$ cat config.mk
export PLATFORM = sky130hd
export DESIGN_NAME = wb_rr_arbiter_wdt
export DESIGN_NICKNAME = d
export VERILOG_FILES = /design/src/rtl/wb_arb_pkg.sv /design/src/rtl/wb_rr_pick.sv /design/src/rtl/wb_rr_arbiter_wdt.sv
export SDC_FILE = /design/constraint.sdc
export NUM_CORES = 1
export LEC_CHECK = 0
export ABC_AREA = 1
export BUFFER_PORTS_ARGS = -buffer_cell sky130_fd_sc_hd__buf_4
export CORE_AREA = 2 2 135 137
export DETAILED_ROUTE_END_ITERATION = 6
export DIE_AREA = 0 0 137 139
export PLACE_DENSITY = 0.52
export REMOVE_ABC_BUFFERS = 1
export SYNTH_ARGS = -nofsm -noshare
export SYNTH_HDL_FRONTEND = slang
export SYNTH_SLANG_ARGS = --single-unit
$ cat constraint.sdc
create_clock -name wb_clk_i -period 1.7 [get_ports wb_clk_i]
set_input_delay 0.085 -clock wb_clk_i [delete_from_list [all_inputs] [get_ports wb_clk_i]]
set_output_delay 0.085 -clock wb_clk_i [all_outputs]
set_load 0.02 [all_outputs]
$ cat src/rtl/wb_arb_pkg.sv
// Shared types and constants for the Wishbone arbiter family.
package wb_arb_pkg;

    typedef enum logic [1:0] {
        IDLE  = 2'd0,
        GRANT = 2'd1,
        ABORT = 2'd2
    } arb_state_e;

    localparam logic [2:0] CTI_CLASSIC = 3'b000;
    localparam logic [2:0] CTI_INCR    = 3'b010;
    localparam logic [2:0] CTI_EOB     = 3'b111;

    localparam int TMO_CNT_W = 8;

endpackage

$ cat src/rtl/wb_rr_pick.sv
// Combinational round-robin picker: first requester after 'last', wrapping.
module wb_rr_pick #(
    parameter  int N  = 2,
    localparam int IW = (N > 1) ? $clog2(N) : 1
) (
    input  logic [N-1:0]  req,
    input  logic [IW-1:0] last,
    output logic [N-1:0]  grant_oh,
    output logic [IW-1:0] idx,
    output logic          valid
);

    logic [IW-1:0] cand;

    always_comb begin
        grant_oh = '0;
        idx      = '0;
        valid    = 1'b0;
        cand     = '0;
        for (int k = 1; k <= N; k++) begin
            cand = IW'((int'(last) + k) % N);
            if (!valid && req[cand]) begin
                valid = 1'b1;
                idx   = cand;
            end
        end
        if (valid) grant_oh[idx] = 1'b1;
    end

endmodule

$ cat src/rtl/wb_rr_arbiter_wdt.sv
// Round-robin Wishbone arbiter sharing one slave among NUM_MASTERS masters,
// with a per-access watchdog that aborts unanswered cycles with an error.
module wb_rr_arbiter_wdt
    import wb_arb_pkg::*;
#(
    parameter int NUM_MASTERS = 2,
    parameter int AW          = 32,
    parameter int DW          = 32,
    parameter int TIMEOUT     = 255
) (
    input  logic                        wb_clk_i,
    input  logic                        wb_rst_ni,
    input  logic [NUM_MASTERS*AW-1:0]   wbm_adr_i,
    input  logic [NUM_MASTERS*DW-1:0]   wbm_dat_i,
    input  logic [NUM_MASTERS*DW/8-1:0] wbm_sel_i,
    input  logic [NUM_MASTERS-1:0]      wbm_we_i,
    input  logic [NUM_MASTERS-1:0]      wbm_cyc_i,
    input  logic [NUM_MASTERS-1:0]      wbm_stb_i,
    input  logic [NUM_MASTERS*3-1:0]    wbm_cti_i,
    input  logic [NUM_MASTERS*2-1:0]    wbm_bte_i,
    output logic [NUM_MASTERS*DW-1:0]   wbm_dat_o,
    output logic [NUM_MASTERS-1:0]      wbm_ack_o,
    output logic [NUM_MASTERS-1:0]      wbm_err_o,
    output logic [NUM_MASTERS-1:0]      wbm_rty_o,
    output logic [AW-1:0]               wbs_adr_o,
    output logic [DW-1:0]               wbs_dat_o,
    output logic [DW/8-1:0]             wbs_sel_o,
    output logic                        wbs_we_o,
    output logic                        wbs_cyc_o,
    output logic                        wbs_stb_o,
    output logic [2:0]                  wbs_cti_o,
    output logic [1:0]                  wbs_bte_o,
    input  logic [DW-1:0]               wbs_dat_i,
    input  logic                        wbs_ack_i,
    input  logic                        wbs_err_i,
    input  logic                        wbs_rty_i,
    output logic [NUM_MASTERS-1:0]      grant_o,
    output logic [TMO_CNT_W-1:0]        tmo_cnt_o
);

    localparam int IW = (NUM_MASTERS > 1) ? $clog2(NUM_MASTERS) : 1;

    arb_state_e           state;
    logic [IW-1:0]        gidx;
    logic [IW-1:0]        last_grant;
    logic                 abort_first;
    logic [NUM_MASTERS-1:0] pick_oh;
    logic [IW-1:0]        pick_idx;
    logic                 pick_valid;
    logic                 slave_resp;
    logic                 wdt_fire;

    logic [AW-1:0]   m_adr [NUM_MASTERS];
    logic [DW-1:0]   m_dat [NUM_MASTERS];
    logic [DW/8-1:0] m_sel [NUM_MASTERS];
    logic [2:0]      m_cti [NUM_MASTERS];
    logic [1:0]      m_bte [NUM_MASTERS];

    for (genvar i = 0; i < NUM_MASTERS; i++) begin : g_unpack
        assign m_adr[i] = wbm_adr_i[i*AW +: AW];
        assign m_dat[i] = wbm_dat_i[i*DW +: DW];
        assign m_sel[i] = wbm_sel_i[i*(DW/8) +: DW/8];
        assign m_cti[i] = wbm_cti_i[i*3 +: 3];
        assign m_bte[i] = wbm_bte_i[i*2 +: 2];
    end

    wb_rr_pick #(.N(NUM_MASTERS)) u_pick (
        .req      (wbm_cyc_i),
        .last     (last_grant),
        .grant_oh (pick_oh),
        .idx      (pick_idx),
        .valid    (pick_valid)
    );

    assign slave_resp = wbs_ack_i | wbs_err_i | wbs_rty_i;
    assign wbm_dat_o  = {NUM_MASTERS{wbs_dat_i}};

    // Slave side and responses are gated by state so reset clears them at once.
    always_comb begin
        wbs_adr_o = '0;
        wbs_dat_o = '0;
        wbs_sel_o = '0;
        wbs_we_o  = 1'b0;
        wbs_cyc_o = 1'b0;
        wbs_stb_o = 1'b0;
        wbs_cti_o = '0;
        wbs_bte_o = '0;
        wbm_ack_o = '0;
        wbm_err_o = '0;
        wbm_rty_o = '0;
        if (state == GRANT) begin
            wbs_adr_o       = m_adr[gidx];
            wbs_dat_o       = m_dat[gidx];
            wbs_sel_o       = m_sel[gidx];
            wbs_we_o        = wbm_we_i[gidx];
            wbs_cyc_o       = wbm_cyc_i[gidx];
            wbs_stb_o       = wbm_stb_i[gidx];
            wbs_cti_o       = m_cti[gidx];
            wbs_bte_o       = m_bte[gidx];
            wbm_ack_o[gidx] = wbs_ack_i;
            wbm_err_o[gidx] = wbs_err_i;
            wbm_rty_o[gidx] = wbs_rty_i;
        end else if (state == ABORT && abort_first) begin
            wbm_err_o[gidx] = 1'b1;
        end
    end

    if (TIMEOUT > 0) begin : g_wdt
        localparam int CW = $clog2(TIMEOUT + 1);
        localparam logic [CW-1:0] LAST = CW'(TIMEOUT - 1);
        logic [CW-1:0] cnt;

        // A response in the threshold cycle suppresses the abort.
        assign wdt_fire = (state == GRANT) && wbs_stb_o && !slave_resp && (cnt == LAST);

        always_ff @(posedge wb_clk_i or negedge wb_rst_ni) begin
            if (!wb_rst_ni)
                cnt <= '0;
            else if (state != GRANT || !wbs_stb_o || slave_resp || wdt_fire)
                cnt <= '0;
            else
                cnt <= cnt + 1'b1;
        end
    end else begin : g_no_wdt
        assign wdt_fire = 1'b0;
    end

    always_ff @(posedge wb_clk_i or negedge wb_rst_ni) begin
        if (!wb_rst_ni) begin
            state       <= IDLE;
            gidx        <= '0;
            last_grant  <= IW'(NUM_MASTERS - 1);
            grant_o     <= '0;
            tmo_cnt_o   <= '0;
            abort_first <= 1'b0;
        end else begin
            abort_first <= 1'b0;
            case (state)
                IDLE: begin
                    if (pick_valid) begin
                        state   <= GRANT;
                        gidx    <= pick_idx;
                        grant_o <= pick_oh;
                    end
                end
                GRANT: begin
                    // Master release takes priority over a coincident timeout.
                    if (!wbm_cyc_i[gidx]) begin
                        state      <= IDLE;
                        last_grant <= gidx;
                        grant_o    <= '0;
                    end else if (wdt_fire) begin
                        state       <= ABORT;
                        abort_first <= 1'b1;
                        if (tmo_cnt_o != '1) tmo_cnt_o <= tmo_cnt_o + 1'b1;
                    end
                end
                ABORT: begin
                    if (!wbm_cyc_i[gidx]) begin
                        state      <= IDLE;
                        last_grant <= gidx;
                        grant_o    <= '0;
                    end
                end
                default: state <= IDLE;
            endcase
        end
    end

endmodule

==> impl_metrics.ini, run 1 <==
[outcome]
status = finished with violations
violations = setup timing

[synthesis]
synthSimpleGateAreaFrac = 0.337
ys_ff_latch = 23
synth_top_family_by_area = simple AND/OR/NAND/NOR gates
synth_most_common_cell = nor2_1
synth-edff-count = 0
synth.top_cell.area_share = 0.206
synth_compound_area_frac = 0.170
yosys_warnings = 0
netlist_top_cells_count = nor2_1, o21ai_0, buf_4
synth_top_cell_by_area = nor2_1
async_flop_share = 1.00
synthCells = 482
synthXorXnorAreaFrac = 0.0181
synth_area_per_cell_um2 = 6.04
synth_top_flop_cell = dfrtp_1
synth.distinct_cells = 32
synth_fa_ha_area_frac = 0.0301
synthTopCellsByArea = nor2_1, dfrtp_1, buf_4
synth.yosys.seq_area_share = 0.198
synth.area.mux_share = 0
netlist_area_um2 = 2910

[routing]
first_pass_iters = 4
ant_nets = 0
via_count = 3851
drcViolationCount = 0
first_iter_violations = 186
wire_per_inst_um = 24.0
wirelength_um = 21700
vias_per_cell = 4.26

[cells_and_area]
drive_gt1_frac = 0.486
nNetsFinal = 872
n_antenna_cell = 0
final_area_um2 = 5120
syn_to_final_growth_pct = 75.9
utilization = 0.290
fin_cells = 904

[sta]
fmax_ghz = 0.574
hold-worst-slack_ns = 0.140
setup_tns_ns = -0.0444
fin_skew_ns = 0.00176
max_slew_margin = 0.783
tightest_slew_ns = 0.324
period_share = 1.02
setup_slack_ns = -0.0409
final_hold_viol_count = 0
period_needed_ns = 1.74
finalMaxSlewViolations = 0
rsz0062_at_grt = yes
timing.final.setup_violations = 2

[grt]
grt_start_max_net_pins = 65
grt_pass1_wl_um = 27700
antenna_found_initial = 0
grt_pass1_vias = 3740
grtUsageTotal = 0.208
grt_overflow = 0

[floorplan]
initial_core_util = 0.165
fp.dieW_um = 137
fp.dieArea_um2 = 19000
die_h_um = 139
rows = 49
coreArea_um2 = 17700
io_pins = 345

[placement]
hpwl_um = 17800
io_buffers = 248
dpl_worst_slack_ns = 0.0300
place_inst = 889
dpl-instance-area_um2 = 4650
gp_congestion = 0.784

[hold_path]
min_to = last_grant
worstHoldStart = wbm_cyc_i[1]
min_path_cells = 4
hold_class = in2reg

[power]
power_mw = 8.40
p_leak_nw = 2.60
vdd_drop_max_mv = 0.727
power.density_nw_per_um2 = 1640

[critical_path]
rr_startpoint = state[1]
slowest_delay_ns = 0.39
worst_setup_path_end_kind = primary output
path_cells = inv_2, ha_4, buf_12, clkbuf_16, o21ai_1, nor2_1, buf_4
crit_required_ns = 1.62
crit_fanout = 7
crit_arrival_ns = 1.66
r2r_setup_slack_ns = 0.13
critical_path_buf_inv_count = 4
r2r-end = g_wdt.cnt[3]
cp.depth = 7
cp_top_family = buffers and inverters
path_class = reg2out
critPathSlowestCell = dfrtp_1
reg2reg_depth = 7
critPathLaunchType = flop

[clocking]
cts_root_buf = clkbuf_16
cts_tree = yes
clock_sinks = 23
clk_latency_ns = 0.26
clk_pin_slew_ns = 0.06
htree_levels = 1
clockBufferDepth = 2
cts_made_buffers = 3

[run]
drv_cap = 0
metal layers:
metal,vias up,GRT usage,share of wire
li1,1861,-,-
met1,1710,0.240,0.39
met2,260,0.292,0.41
met3,18,0.167,0.18
met4,2,0.0461,0.024
met5,-,0.0450,0.0054
worst reg2reg max path, delay by kind of cell, from the launching register on:
| kind | cells | cell delay [ns] |
|---|---|---|
| DFF | 1 | 0.39 |
| adders and majority gates | 1 | 0.20 |
| buffers and inverters | 2 | 0.21 |
| and+or+nand+nor | 4 | 0.70 |
cells in the final DEF, fill, tap and decap left out, types with 2 or more instances in the layout:
master,count
buf_12,7
nor3b_1,4
dfrtp_2,2
nor2_4,5
nor2_2,8
clkbuf_16,6
buf_8,2
o21ai_4,2
nor3_1,12
o21ai_0,22
o21ai_2,14
o21ai_1,46
dfrtp_1,20
xnor2_1,3
xor2_1,3
ha_1,6
buf_4,254
nand2_1,35
nand3b_1,2
buf_6,11
nand3_1,10
a21oi_1,4
inv_1,25
nand2_2,6
nor2_1,150
flip-flops by register name, summed over array words and instances, names as in the netlist:
signal / count
grant_o: 2
gidx: 1
g_wdt.cnt: 8
state: 2
abort_first: 1
last_grant: 1
tmo_cnt_o: 8
power breakdown:
| group | leakage, nW | internal, mW | switching, mW |
|---|---|---|---|
| logic | 2.25 | 2.95 | 4.22 |
| clock network | 0.0382 | 0.321 | 0.204 |
| registers | 0.309 | 0.622 | 0.0723 |
area by class of cell:
cell class	count	area, um^2
fill	1987	12500
timing repair buffer	279	2310
multi-input combinational	341	1750
sequential	23	579
tap	229	287
inverter	28	114
clock buffer	4	78.8
cells by family after synthesis:
logic type                 count (synthesis)
and+or+nand+nor                          235
buffers and inverters                    118
AOI/OAI and AO/OA                         93
DFF                                       23
adders and majority gates                  7
xor gates and xnor gates                   6
timing repair:
action	in CTS	in global routing
hold buffers	1	0
pin swaps	1	13
cloned	1	4
setup buffers	1	4
endpoints found under the setup margin	69	84
gates resized for setup	12	101
endpoints found under the hold margin	22	0
worst max-delay path by stage:
stage | from | endpoint
after detailed placement | gidx | wbs_dat_o[23]
after global routing | gidx | wbs_cyc_o
after global placement | gidx | wbs_dat_o[23]
after floorplan | gidx | tmo_cnt_o[2]
after CTS | state[1] | wbs_dat_o[29]
final | state[1] | wbs_dat_o[1]
Power figures use the tool's default switching activity.
==> run 2: changes to the inputs <==
--- a/config.mk
+++ b/config.mk
@@ -12,6 +12,9 @@
 export DIE_AREA = 0 0 137 139
 export PLACE_DENSITY = 0.52
 export REMOVE_ABC_BUFFERS = 1
+export SLEW_MARGIN = 20
 export SYNTH_ARGS = -nofsm -noshare
 export SYNTH_HDL_FRONTEND = slang
+export SYNTH_HIERARCHICAL = 1
 export SYNTH_SLANG_ARGS = --single-unit
+export TNS_END_PERCENT = 10
==> impl_metrics.ini, run 2 <==
[floorplan]
coreArea_um2 = 17700
fp.dieW_um = 137
rows = 49
fp.dieArea_um2 = 19000
die_h_um = 139
initial_core_util = 0.169
io_pins = 345

[critical_path]
cp.depth = 5
slowest_delay_ns = 0.51
critical_path_buf_inv_count = 3
critPathSlowestCell = dfrtp_2
crit_fanout = 17
crit_required_ns = 1.62
critPathMostFrequentCell = buf_4
reg2reg_depth = 10
worst_setup_path_end_kind = primary output
path_class = reg2out
crit_arrival_ns = 1.58
cp_top_family = buffers and inverters
critPathLaunchType = flop
path_cells = buf_4, clkbuf_16, nand2_1, a21oi_1, buf_4

[routing]
first_iter_violations = 143
ant_nets = 0
wirelength_um = 19500
wire_per_inst_um = 21.4
vias_per_cell = 4.34
via_count = 3941
first_pass_iters = 4
drcViolationCount = 0

[power]
p_leak_nw = 2.65
pwr-share-comb = 0.832
switching_share = 0.548
intPower_mw = 3.30
power.density_nw_per_um2 = 1480
p_clk_frac = 0.070
vdd_drop_max_mv = 0.601
netSwitchingPower_mw = 4.00
seqPwrFrac = 0.098

[synthesis]
synthTopCellsByArea = nand2_1, dfrtp_1, buf_4
netlist_area_um2 = 2980
synth-edff-count = 0
synth.top_cell.area_share = 0.243
synthCells = 494
synth_area_per_cell_um2 = 6.03
synth.yosys.seq_area_share = 0.194
netlist_top_cells_count = nand2_1, a21oi_1, buf_4
ys_ff_latch = 23
synth_most_common_cell = nand2_1
synth_top_flop_cell = dfrtp_1
async_flop_share = 1.00
synth_top_cell_by_area = nand2_1
synth.distinct_cells = 34
yosys_warnings = 6

[grt]
grt_overflow = 0
antenna_found_initial = 0
grt_pass1_wl_um = 25200
grt_pass1_vias = 3606
grt_start_max_net_pins = 35
grtUsageTotal = 0.184

[sta]
setup_tns_ns = 0
tightest_slew_ns = 0.314
setup_slack_ns = 0.0392
timing.final.setup_violations = 0
fmax_ghz = 0.602
final_hold_viol_count = 0
period_share = 0.977
max_slew_margin = 0.790
rsz0062_at_grt = yes
finalMaxSlewViolations = 0
period_needed_ns = 1.66
fin_skew_ns = 0.00334

[cells_and_area]
fin_cells = 909
syn_to_final_growth_pct = 66.4
nNetsFinal = 878
top_regs = g_wdt.cnt x8, tmo_cnt_o x8
n_antenna_cell = 0
layout_common_cells = buf_4, nand2_1, a21oi_1
drive_gt1_frac = 0.451
final_common_cell = buf_4

[clocking]
cts_root_buf = clkbuf_16
cts_tree = yes
cts_made_buffers = 3
clock_sinks = 23
clk_pin_slew_ns = 0.06
clockBufferDepth = 2
clk_latency_ns = 0.25
htree_levels = 1

[placement]
io_buffers = 248
hpwl_um = 16000
gp_congestion = 0.852
dpl_worst_slack_ns = 0.0275
place_inst = 894

[hold_path]
hold_class = in2reg
min_path_cells = 4

[run]
drv_cap = 0

[outcome]
status = finished, final reports clean
==> run 2: cell type report <==
cell class	count	area (um^2)
fillers	1996	12700
flip-flops and latches	23	578
repair buffers	270	2130
well taps	229	287
clock buffers	4	78.8
inverters	29	124
multi-input cells	353	1740
repair inverters	1	8.76
==> run 2: metrics by stage <==
| stage | util | hold slack (ns) | power, mW | cell area [um^2] |
|---|---|---|---|---|
| 2_1_floorplan | - | -0.211 | 3.49 | 2380 |
| 3_3_place_gp | 0.266 | 0.00841 | 6.44 | 4690 |
| 3_5_place_dp | 0.266 | 0.00686 | 6.41 | 4690 |
| 4_1_cts | 0.274 | 0.144 | 7.06 | 4830 |
| 5_1_grt | 0.280 | 0.170 | 7.81 | 4950 |
| 6_report | 0.280 | 0.149 | 7.31 | 4950 |
==> run 2: worst min-delay path: stages <==
cell and delay (ns):
buf_4 0.10, a21oi_1 0.05, nor2_1 0.09, a21oi_1 0.04
==> run 2: worst paths after layout <==
kind	start	slack [ns]	endpoint
worst min register to register	g_wdt.cnt[0]	0.51	g_wdt.cnt[0]
worst max-delay path	gidx	0.04	wbs_dat_o[19]
max in group asynchronous	wb_rst_ni	1.16	last_grant
worst min-delay path	wbm_cyc_i[0]	0.15	gidx
min in group asynchronous	wb_rst_ni	0.26	tmo_cnt_o[5]
worst max register to register	state[1]	0.13	tmo_cnt_o[0]
==> run 2: logic make-up after synthesis <==
kind of cell               after synthesis  synth area share
AOI/OAI and AO/OA                       90             0.158
xor gates and xnor gates                 6            0.0177
adders and majority gates                8            0.0336
buffers and inverters                  118             0.240
DFF                                     23             0.194
and+or+nand+nor                        249             0.356
==> run 2: metal layers <==
layer | vias to the layer above | global-route usage | share of wire
met3 | 18 | 0.177 | 0.21
met4 | 6 | 0.0228 | 0.011
met5 | - | 0.0688 | 0.0097
met1 | 1754 | 0.197 | 0.36
li1 | 1865 | - | -
met2 | 298 | 0.261 | 0.41
==> run 2: power groups by stage <==
stage | Combinational [mW] | Sequential (mW) | Clock, mW
3_5_place_dp | 5.70 | 0.709 | 0
2_1_floorplan | 2.61 | 0.880 | 0
3_3_place_gp | 5.73 | 0.707 | 0
6_report | 6.08 | 0.713 | 0.515
5_1_grt | 6.53 | 0.724 | 0.560
4_1_cts | 5.82 | 0.705 | 0.536
==> run 2: repair_timing <==
action,4_1_cts,5_1_grt
cloned,0,2
setup buffers,0,8
endpoints found under the setup margin,75,46
pin swaps,0,0
endpoints found under the hold margin,22,0
gates resized for setup,12,4
hold buffers,1,0
